[config.mk]
export PLATFORM = sky130hd
export DESIGN_NAME = lpf_settle_controller
export DESIGN_NICKNAME = d
export VERILOG_FILES = /design/src/rtl/lpf_settle_controller.sv
export SDC_FILE = /design/constraint.sdc
export NUM_CORES = 1
export LEC_CHECK = 0
export ABC_AREA = 1
export CORE_UTILIZATION = 40
export CTS_BUF_LIST = sky130_fd_sc_hd__clkbuf_8
export DETAILED_ROUTE_END_ITERATION = 8
export PLACE_DENSITY = 0.64
export SLEW_MARGIN = 15
export SYNTH_ARGS = -nofsm -noshare
export SYNTH_HDL_FRONTEND = slang
export SYNTH_SLANG_ARGS = --single-unit
[constraint.sdc]
create_clock -name clk -period 4.1 [get_ports clk]
set_input_delay 0.82 -clock clk [delete_from_list [all_inputs] [get_ports clk]]
set_output_delay 0.82 -clock clk [all_outputs]
set_load 0.1 [all_outputs]
[src/rtl/lpf_settle_controller.sv]
// rtl/lpf_settle_controller.sv - sequences a low-pass filter baseline through reset, settling and convergence qualification
module lpf_settle_controller #(
    parameter int INIT_CYCLES   = 4,
    parameter int SETTLE_CYCLES = 1024,
    parameter int TOL           = 16,
    parameter int STABLE_CYCLES = 8,
    parameter int MAX_CHECK     = 4096,
    parameter int CNT_W         = 32
) (
    input  logic               clk,
    input  logic               reset,
    input  logic               ch_enable,
    input  logic               restart,
    input  logic               hold,
    input  logic signed [15:0] x,
    input  logic signed [15:0] y,
    output logic               lpf_reset,
    output logic               lpf_enable,
    output logic               settled,
    output logic [2:0]         state,
    output logic [7:0]         restart_count,
    output logic               err
);

    typedef enum logic [2:0] {
        S_IDLE   = 3'd0,
        S_INIT   = 3'd1,
        S_SETTLE = 3'd2,
        S_CHECK  = 3'd3,
        S_RUN    = 3'd4
    } state_t;

    localparam logic [CNT_W-1:0] INIT_LAST   = CNT_W'(INIT_CYCLES - 1);
    localparam logic [CNT_W-1:0] SETTLE_LAST = CNT_W'(SETTLE_CYCLES - 1);
    localparam logic [CNT_W-1:0] STABLE_N    = CNT_W'(STABLE_CYCLES);
    localparam logic [CNT_W-1:0] CHECK_N     = CNT_W'(MAX_CHECK);
    localparam logic [16:0]      TOL_U       = 17'(TOL);

    state_t           st;
    state_t           nxt;
    logic [CNT_W-1:0] phase_cnt;
    logic [CNT_W-1:0] stable_cnt;
    logic [CNT_W-1:0] check_cnt;
    logic             en_q;
    logic             lpf_reset_q;
    logic             settled_q;
    logic             take_restart;
    logic             timeout;
    logic             entering;

    // 17-bit difference cannot overflow, and its magnitude (max 65535) fits unsigned 17 bits
    logic signed [16:0] diff;
    logic        [16:0] mag;
    logic               is_stable;
    logic [CNT_W-1:0]   stable_inc;
    logic [CNT_W-1:0]   check_inc;

    assign diff       = {x[15], x} - {y[15], y};
    assign mag        = diff[16] ? 17'(-diff) : 17'(diff);
    assign is_stable  = (mag <= TOL_U);
    assign stable_inc = stable_cnt + 1'b1;
    assign check_inc  = check_cnt + 1'b1;

    always_comb begin
        nxt          = st;
        take_restart = 1'b0;
        timeout      = 1'b0;
        if (st != S_IDLE && !ch_enable) begin
            nxt = S_IDLE;
        end else if (st != S_IDLE && restart) begin
            nxt          = S_INIT;
            take_restart = 1'b1;
        end else begin
            case (st)
                S_IDLE:   if (ch_enable) nxt = S_INIT;
                S_INIT:   if (phase_cnt == INIT_LAST) nxt = S_SETTLE;
                S_SETTLE: if (!hold && phase_cnt == SETTLE_LAST) nxt = S_CHECK;
                S_CHECK: begin
                    if (!hold) begin
                        if (is_stable && stable_inc == STABLE_N) begin
                            nxt = S_RUN;
                        end else if (check_inc == CHECK_N) begin
                            nxt     = S_INIT;
                            timeout = 1'b1;
                        end
                    end
                end
                default:  nxt = st;
            endcase
        end
    end

    // A restart while already in INIT is a re-entry and must clear the counters too
    assign entering = (nxt != st) || take_restart;

    always_ff @(posedge clk) begin
        if (!reset) begin
            st            <= S_IDLE;
            lpf_reset_q   <= 1'b1;
            en_q          <= 1'b0;
            settled_q     <= 1'b0;
            restart_count <= 8'd0;
            err           <= 1'b0;
            phase_cnt     <= '0;
            stable_cnt    <= '0;
            check_cnt     <= '0;
        end else begin
            st          <= nxt;
            lpf_reset_q <= (nxt == S_IDLE) || (nxt == S_INIT);
            en_q        <= (nxt == S_SETTLE) || (nxt == S_CHECK) || (nxt == S_RUN);
            settled_q   <= (nxt == S_RUN);
            if (timeout) err <= 1'b1;
            if (take_restart && restart_count != 8'hFF) restart_count <= restart_count + 8'd1;
            if (entering) begin
                phase_cnt  <= '0;
                stable_cnt <= '0;
                check_cnt  <= '0;
            end else begin
                case (st)
                    S_INIT:   phase_cnt <= phase_cnt + 1'b1;
                    S_SETTLE: if (!hold) phase_cnt <= phase_cnt + 1'b1;
                    S_CHECK: begin
                        if (!hold) begin
                            stable_cnt <= is_stable ? stable_inc : '0;
                            check_cnt  <= check_inc;
                        end
                    end
                    default: ;
                endcase
            end
        end
    end

    // Enable is state-qualified by a register and gated by hold in the same cycle
    assign lpf_enable = en_q & ~hold;
    assign lpf_reset  = lpf_reset_q;
    assign settled    = settled_q;
    assign state      = st;

endmodule

# Yosys cells after proc, flatten, opt, wreduce, memory -nomap -nowiden
# Index checks and enable logic that the tools add are counted.
[op_classes]
add_sub_neg = 6
reduce_logical = 18
n_mux = 21
eq_ne = 14
magnitude_cmp = 1
bitwise_logic = 3
[ops]
columns = ["cell", "n"]
rows = [
  ["adder 32 x 1 -> 32 bit, second input constant", 3],
  ["two-way mux 32 bit", 2],
  ["case mux 32 bit (2 select lines)", 1],
  ["== test 32 x 10 -> 1 bit, second input constant", 1],
  ["== test 32 x 13 -> 1 bit, second input constant", 1],
  ["== test 32 x 2 -> 1 bit, second input constant", 1],
  ["== test 32 x 4 -> 1 bit, second input constant", 1],
  ["two-way mux 3 bit", 8],
  ["<= comparator 17 x 5 -> 1 bit, second input constant", 1],
  ["two-way mux 17 bit", 1],
  ["negator 17 bit", 1],
  ["subtractor 16 x 16 -> 17 bit", 1],
  ["== test 3 x 2 -> 1 bit, second input constant", 4],
  ["case mux 3 bit (4 select lines)", 1],
  ["adder 8 x 1 -> 8 bit, second input constant", 1],
  ["two-way mux 1 bit", 8],
  ["inequality test 8 bit, second input constant", 1],
  ["== test 3 x 1 -> 1 bit, second input constant", 2],
  ["zero test 3 bit", 2],
  ["logical AND 1 bit", 5],
  ["logical OR 1 bit", 4],
  ["AND reduction 2 bit", 2],
  ["== test 3 bit, second input constant", 1],
  ["inequality test 3 bit", 1],
  ["7 further kinds", 9],
]
[word_totals]
inputBits = 37
regBits = 111

# Longest topological paths before layout
# Gate-level depths: netlist (run 1).
[depth]
depth_word = 13
ltp_mapped = 30
depth_no_buf = 27

# Worst setup path before layout (run 1)
# No wires, ideal clock.
[synth_timing]
kind = "input -> register"
start = "in x[0]"
end = "reg phase_cnt[13]"
path_slack_ns = 0.371
arrival_ns = 3.609
setup_ns = 0.120
n_path_buf = 3
stages = 26
cell_sequence = "inv_1 -> ha_1 -> inv_1 -> fa_1 -> nand2_1 -> nand2_1 -> nand3_2 -> nand2_2 -> nand2_1 -> nand2_1 -> nand2_2 -> nand2_4 -> inv_4 -> buf_6 -> nand2_1 -> and3_1 -> nor2_1 -> nand4_2 -> nand2_1 -> nand3_1 -> nand2_1 -> nand2_1 -> nand2_2 -> buf_8 -> buf_12 -> nor3_2"
[synth_via]
elab_chain_len = 13
[synth_rtl]
columns = ["item", "line", "rtl"]
rows = [
  ["start: declaration", "15", "input logic signed [15:0] x,"],
  ["subtractor 16 x 16 -> 17 bit (*)", "58", "assign diff = {x[15], x} - {y[15], y};"],
  ["negator 17 bit", "59", "assign mag = diff[16] ? 17'(-diff) : 17'(diff);"],
  ["two-way mux 17 bit (*)", "59", ""],
  ["<= comparator 17 x 5 -> 1 bit (*)", "60", "assign is_stable = (mag <= TOL_U);"],
  ["logical AND 1 bit (*)", "80", "if (is_stable && stable_inc == STABLE_N) begin"],
  ["two-way mux 3 bit (*)", "80", ""],
  ["two-way mux 3 bit (*)", "79", "if (!hold) begin"],
  ["case mux 3 bit (4 select lines) (*)", "74", "case (st)"],
  ["two-way mux 3 bit (*)", "70", "end else if (st != S_IDLE && restart) begin"],
  ["two-way mux 3 bit (*)", "68", "if (st != S_IDLE && !ch_enable) begin"],
  ["inequality test 3 bit (*)", "94", "assign entering = (nxt != st) || take_restart;"],
  ["logical OR 1 bit (*)", "94", ""],
  ["OR reduction 2 bit (no line) (*)", "--", ""],
  ["end signal: assignment", "120", "S_INIT: phase_cnt <= phase_cnt + 1'b1;"],
  ["end signal: assignment", "121", "S_SETTLE: if (!hold) phase_cnt <= phase_cnt + 1'b1;"],
  ["end: declaration", "41", "logic [CNT_W-1:0] phase_cnt;"],
]
# Mark *: on every way between the ends. The rest lies on a longest branch, timed or not.
# A chain may end at the register's enable or synchronous reset.

# Worst setup path in the final report (run 1)
[layout_timing]
start = "in y[0]"
end = "reg check_cnt[12]"
[layout_via]
elab_chain_len = 13
[layout_rtl]
columns = ["item", "line", "rtl"]
rows = [
  ["start: declaration", "16", "input logic signed [15:0] y,"],
  ["subtractor 16 x 16 -> 17 bit (*)", "58", ""],
  ["negator 17 bit", "59", ""],
  ["two-way mux 17 bit (*)", "59", ""],
  ["<= comparator 17 x 5 -> 1 bit (*)", "60", ""],
  ["logical AND 1 bit (*)", "80", ""],
  ["two-way mux 3 bit (*)", "80", ""],
  ["two-way mux 3 bit (*)", "79", ""],
  ["case mux 3 bit (4 select lines) (*)", "74", ""],
  ["two-way mux 3 bit (*)", "70", ""],
  ["two-way mux 3 bit (*)", "68", ""],
  ["inequality test 3 bit (*)", "94", ""],
  ["logical OR 1 bit (*)", "94", ""],
  ["OR reduction 2 bit (no line) (*)", "--", ""],
  ["end signal: assignment", "125", "check_cnt <= check_inc;"],
  ["end: declaration", "43", "logic [CNT_W-1:0] check_cnt;"],
]
# Marked as above.

==> results.json, run 1 <==
{
  "clk_pin_slew_worst_paths_ns": 0.11,
  "die_w_um": 150.0,
  "ir_drop_v": 0.0001560,
  "synth.most_common_cell": "nand2_1",
  "clkPwrFrac_pct": 28.2,
  "p_seq_share_pct": 41.7,
  "synth.top_cell.area_share_pct": 25.35,
  "place_congestion": 0.8971,
  "io_buffers": 51,
  "r2r-start": "stable_cnt[0]",
  "setup_tns_ns": 0,
  "fmax_mhz": 254.6,
  "grt_pass1_wl_um": 37070,
  "start_kind": "primary input",
  "die_y_um": 150.0,
  "wl_met2_um": 10250,
  "yosysUniqueCellTypes": 47,
  "p_comb_share_pct": 30.1,
  "synth_area_leaders": "dfxtp_1 25%, nand2_1 14%, inv_1 10%",
  "routed_wl_um": 22380,
  "fin_crit_ns": 3.928,
  "path_class": "primary input to register",
  "power.internal_uw": 1735,
  "clock_sinks": 111,
  "vias_per_cell": 5.007,
  "fillers": 2190,
  "holdPathEnd": "err",
  "switchingPower_uw": 872.4,
  "antenna_found_initial": 0,
  "rsz0062_at_grt": "true",
  "cp_max_fo": 11,
  "crit_slowest_cell": "clkdlybuf4s50_1",
  "rows": 53,
  "final_layout_size_suffix_gt1_share_pct": 13.64,
  "start_util_pct": 41.19,
  "worstReg2RegEnd": "stable_cnt[0]",
  "yosysTopAreaCell": "dfxtp_1",
  "endpoint_kind": "register",
  "clk_latency_ns": 0.41,
  "wl_met3_um": 1035,
  "drcViolationCount": 0,
  "r2r_cells": 21,
  "synthCells": 1406,
  "p_sw_share_pct": 33.45,
  "synth-seq-area-share_pct": 25.35,
  "whs_path_depth": 2,
  "postCtsHoldBufs": 0,
  "first_iter_violations": 504,
  "cts-htree-levels": 3,
  "syn-cell-area_um2": 8767,
  "syn-num-nets": 1465,
  "synth_edf_count": 0,
  "power_leakage_uw": 0.004311,
  "hp-start": "err",
  "antenna_left": 0,
  "grt.total_usage_pct": 20.08,
  "syn_area_per_cell_um2": 6.236,
  "core_region_area_um2": 21290,
  "whs_ns": 0.4780,
  "yosys-top-cells-count": "336 x nand2_1, 242 x inv_1, 146 x nor2_1",
  "cts_tree": "done",
  "r2r_setup_slack_ns": 0.28,
  "die-area_um2": 22510,
  "yosys_warnings": 0,
  "io_pins": 52,
  "cap_viol_max_count": 0,
  "hold_class": "register to register",
  "vias": 8977,
  "grt_pass1_vias": 8183,
  "clock_skew_ns": 0.01741,
  "met1Wirelength_um": 10750,
  "highest_layer": "met4",
  "hold_violations": 0,
  "grt_max_degree": 32,
  "clockBufferDepth": 2,
  "crit_required_ns": 4.43,
  "final_nets": 1572,
  "synthFlopType": "dfxtp_1",
  "slowest_delay_ns": 0.46,
  "wire_per_inst_um": 12.48,
  "crit_start": "y[0]",
  "area_growth_pct": 20.45,
  "cts_root_buf": "clkbuf_8",
  "status": "complete, no violations",
  "antennaDiodeCount": 0,
  "cts_buffers": 9,
  "slew_viol_final": 0,
  "min_period_over_period_pct": 95.82,
  "ys_async_sr_fraction_pct": 0,
  "cp_data_arrival_time_ns": 4.26,
  "ys_ff_latch": 111,
  "dr.pass1.iters": 6,
  "worst_slew_pin_slew_ns": 1.001,
  "powerDensity_nw_per_um2": 247.0,
  "grt.overflow.total": 0,
  "setup_viol": 0,
  "maxSlewHeadroom_pct": 33.04,
  "hpwl_um": 16510
}
==> sequential cells by signal, summed over array words and instances (netlist names) <==
register,flops
phase_cnt,32
stable_cnt,32
restart_count,8
settled,1
err,1
check_cnt,32
lpf_reset,1
state,3
en_q,1
==> per-stage QoR <==
step | utilization [%] | cells | setup WS [ns] | area [µm²] | power [µW]
global placement | 46.96 | 1767 | -0.2451 | 9996 | 1783
finish | 49.61 | 1793 | 0.1716 | 10560 | 2608
detailed placement | 46.96 | 1767 | -0.3393 | 9996 | 1790
floorplan | - | 1406 | 0.3710 | 8767 | 1571
CTS | 47.97 | 1783 | 0.1034 | 10210 | 2521
global route | 49.61 | 1793 | -0.06829 | 10560 | 2746
==> worst max path at each step <==
stage,cells after the start,slack [ns],endpoint
after floorplan,26,0.37,phase_cnt[13]
after global placement,27,-0.25,check_cnt[29]
after detailed placement,27,-0.34,check_cnt[14]
after CTS,27,0.10,check_cnt[15]
after global routing,27,-0.07,stable_cnt[4]
final,27,0.17,check_cnt[12]
==> area by class of cell <==
class                      count  area, µm²  share of cell area [%]
clock buffer                  11      151.4                   1.434
clock inverter                 5      63.81                  0.6043
multi-input combinational   1008       5493                   52.01
tap                          275      344.1                   3.258
timing repair buffer         131       1335                   12.64
sequential                   111       2222                   21.04
inverter                     252      950.9                   9.005
==> power by group through the flow <==
| stage | sequential [µW] | clock (µW) | combinational [µW] |
|---|---|---|---|
| floorplan | 1130 | 0 | 441 |
| global placement | 1110 | 0 | 671 |
| detailed placement | 1110 | 0 | 679 |
| CTS | 1090 | 754 | 680 |
| global route | 1090 | 792 | 865 |
| finish | 1090 | 735 | 785 |
==> per-layer routing <==
layer  track usage, %  vias up
met1            26.48     4036
met2            33.50      195
met4            4.848        0
met5                0        -
li1                 -     4718
met3            3.841       28
==> layout by cell type, fill, tap and decap left out, types with 4 or more instances in the layout <==
cell / count
a21oi_1: 36
buf_12: 9
buf_4: 62
clkbuf_16: 5
clkbuf_8: 11
clkdlybuf4s50_1: 50
dfxtp_1: 111
ha_1: 19
inv_1: 241
inv_2: 10
mux2i_1: 4
nand2_1: 329
nand2_2: 11
nand2_4: 4
nand3_1: 90
nand3_2: 4
nand3_4: 4
nand3b_1: 5
nand4_1: 36
nor2_1: 141
nor2_2: 15
nor3_1: 86
nor3_2: 52
nor4_1: 13
o21ai_0: 40
o22ai_1: 25
xnor2_1: 8
xor2_1: 59
==> what timing repair did <==
action / in CTS / in global routing
setup buffers: 0 / 1
gates resized for setup: 0 / 43
endpoints found under the setup margin: 0 / 96
hold endpoints to repair: 0 / 0
==> logic make-up (layout without fill, tap and decap cells) <==
family,after synthesis,count (layout),synth area share (%)
buffers and inverters,289,399,13.97
XOR/XNOR,67,67,6.693
multiplexers,4,4,0.4567
AND/OR/NAND/NOR,802,804,43.27
adder cells (fa/ha/maj),22,22,3.225
AO/OA/AOI/OAI,111,111,7.036
flip-flops,111,111,25.35
==> worst max-delay path: cells and delay by family <==
kind | cells | cell delay (ns)
AOI/OAI and AO/OA | 2 | 0.16
adders and majority gates | 2 | 0.52
buffers and inverters | 4 | 0.89
and+or+nand+nor | 19 | 1.86
No activity file was read; power rests on OpenSTA's default activity.
==> run 2, diff against run 1 <==
- SETUP_SLACK_MARGIN: not set -> 0.02
==> results.json, run 2 (synthesized netlist as in run 1, its figures left out) <==
{
  "clockBufferDepth": 2,
  "vias_per_cell": 5.041,
  "die_w_um": 150.0,
  "endpoint_kind": "register",
  "setup_viol": 0,
  "hold_violations": 0,
  "power.internal_uw": 1778,
  "cts-htree-levels": 3,
  "place_congestion": 0.8971,
  "rows": 53,
  "cts_buffers": 9,
  "grt.overflow.total": 0,
  "grt_pass1_wl_um": 37070,
  "r2r_setup_slack_ns": 0.19,
  "io_pins": 52,
  "fmax_mhz": 252.3,
  "p_comb_share_pct": 32.2,
  "die-area_um2": 22510,
  "clk_pin_slew_worst_paths_ns": 0.10,
  "clock_sinks": 111,
  "wire_per_inst_um": 12.81,
  "dr.pass1.iters": 5,
  "drcViolationCount": 0,
  "powerDensity_nw_per_um2": 247.0,
  "place_area_um2": 9996,
  "fin_crit_ns": 3.964,
  "slew_viol_final": 0,
  "stdcell_count": 1804,
  "io_buffers": 51,
  "vias": 9094,
  "grt.total_usage_pct": 20.08,
  "hp-start": "err",
  "routed_wl_um": 23120,
  "cts_tree": "done",
  "switchingPower_uw": 908.6,
  "path_class": "primary input to register",
  "cp_data_arrival_time_ns": 4.26,
  "hpwl_um": 16510,
  "p_seq_share_pct": 40.5,
  "cap_viol_max_count": 0,
  "ir_drop_v": 0.0001557,
  "antennaDiodeCount": 0,
  "power_leakage_uw": 0.004404,
  "status": "complete, no violations",
  "r2r-start": "stable_cnt[0]",
  "clkPwrFrac_pct": 27.3,
  "core_region_area_um2": 21290,
  "maxSlewHeadroom_pct": 32.98,
  "start_kind": "primary input",
  "cp_max_fo": 10,
  "layout_common_cells": "317 x nand2_1, 241 x inv_1, 134 x nor2_1",
  "layout_commonest_cell": "nand2_1",
  "antenna_left": 0,
  "first_iter_violations": 576,
  "rsz0062_at_grt": "true",
  "grt_max_degree": 32,
  "worstReg2RegEnd": "phase_cnt[29]",
  "p_sw_share_pct": 33.82,
  "start_util_pct": 41.19,
  "cp_common_cell": "nand2_2",
  "crit_required_ns": 4.39,
  "setup_tns_ns": 0,
  "cts_root_buf": "clkbuf_8",
  "fillers": 2155,
  "worst_slew_pin_slew_ns": 1.002,
  "grt_pass1_vias": 8183,
  "min_period_over_period_pct": 96.68,
  "reg_top3": "check_cnt (32), phase_cnt (32), stable_cnt (32)",
  "clock_skew_ns": 0.01461,
  "crit_slowest_cell": "clkdlybuf4s50_1",
  "holdPathEnd": "err",
  "whs_path_depth": 2,
  "hold_class": "register to register",
  "fin_area_um2": 10880,
  "antenna_found_initial": 0,
  "slowest_delay_ns": 0.46,
  "final_layout_size_suffix_gt1_share_pct": 16.48,
  "place_inst": 1767,
  "r2r_cells": 21,
  "die_y_um": 150.0,
  "clk_latency_ns": 0.41,
  "area_growth_pct": 24.09,
  "final_nets": 1583
}
[run 2: cell count changes in the layout (fill, tap and decap cells not counted), sizes merged]
cell	change
inv	+1
buf	+6
clkbuf	+4
[run 2: stage by stage]
step	total power [µW]	utilization (%)	hold slack (ns)	setup WS (ns)
4_1_cts	2521	47.97	0.4759	0.1034
3_5_place_dp	1790	46.96	0.4594	-0.3393
6_report	2687	51.11	0.4740	0.1362
5_1_grt	2824	51.11	0.4967	-0.04376
3_3_place_gp	1783	46.96	0.4555	-0.2451
2_1_floorplan	1571	-	0.5317	0.3710
[run 2: power groups by stage]
stage	clock [µW]	sequential [µW]	combinational, µW
finish	734	1090	865
global route	792	1090	944
CTS	754	1090	680
detailed placement	0	1110	679
global placement	0	1110	671
floorplan	0	1130	441
[run 2: final cells by class]
class                      instances  area [µm²]  area share, %
clock inverter                     5       63.81         0.5865
sequential                       111        2222          20.43
inverter                         252       953.4          8.764
multi-input combinational       1008        5658          52.01
clock buffer                      11       151.4          1.392
timing repair inverter             1       6.256        0.05750
tap                              275       344.1          3.163
timing repair buffer             141        1480          13.61
[run 2: repair_timing]
| item | 4_1_cts | 5_1_grt |
|---|---|---|
| resized for setup | 0 | 85 |
| setup buffers | 0 | 6 |
| setup endpoints to repair | 0 | 96 |
| hold buffers | 0 | 0 |
[run 2: per-layer routing]
| layer | track usage [%] | wire, µm | part of all wire (%) |
|---|---|---|---|
| met5 | 0 | 0 | 0 |
| met2 | 33.50 | 10800 | 47 |
| met1 | 26.48 | 10890 | 47 |
| met4 | 4.848 | 371 | 1.6 |
| met3 | 3.841 | 1053 | 4.6 |
[run 2: critical path, delay by kind of cell]
family,cells,cell delay [ns]
and+or+nand+nor,21,2.11
buffers and inverters,4,0.77
adders and majority gates,2,0.55
[run 2: worst max-delay path by stage]
stage                    end  startpoint  slack, ns
3_5_place_dp   check_cnt[14]        y[0]      -0.34
5_1_grt        check_cnt[13]        y[0]      -0.04
6_report       phase_cnt[29]        y[0]       0.14
2_1_floorplan  phase_cnt[13]        x[0]       0.37
3_3_place_gp   check_cnt[29]        y[0]      -0.25
4_1_cts        check_cnt[15]        y[0]       0.10
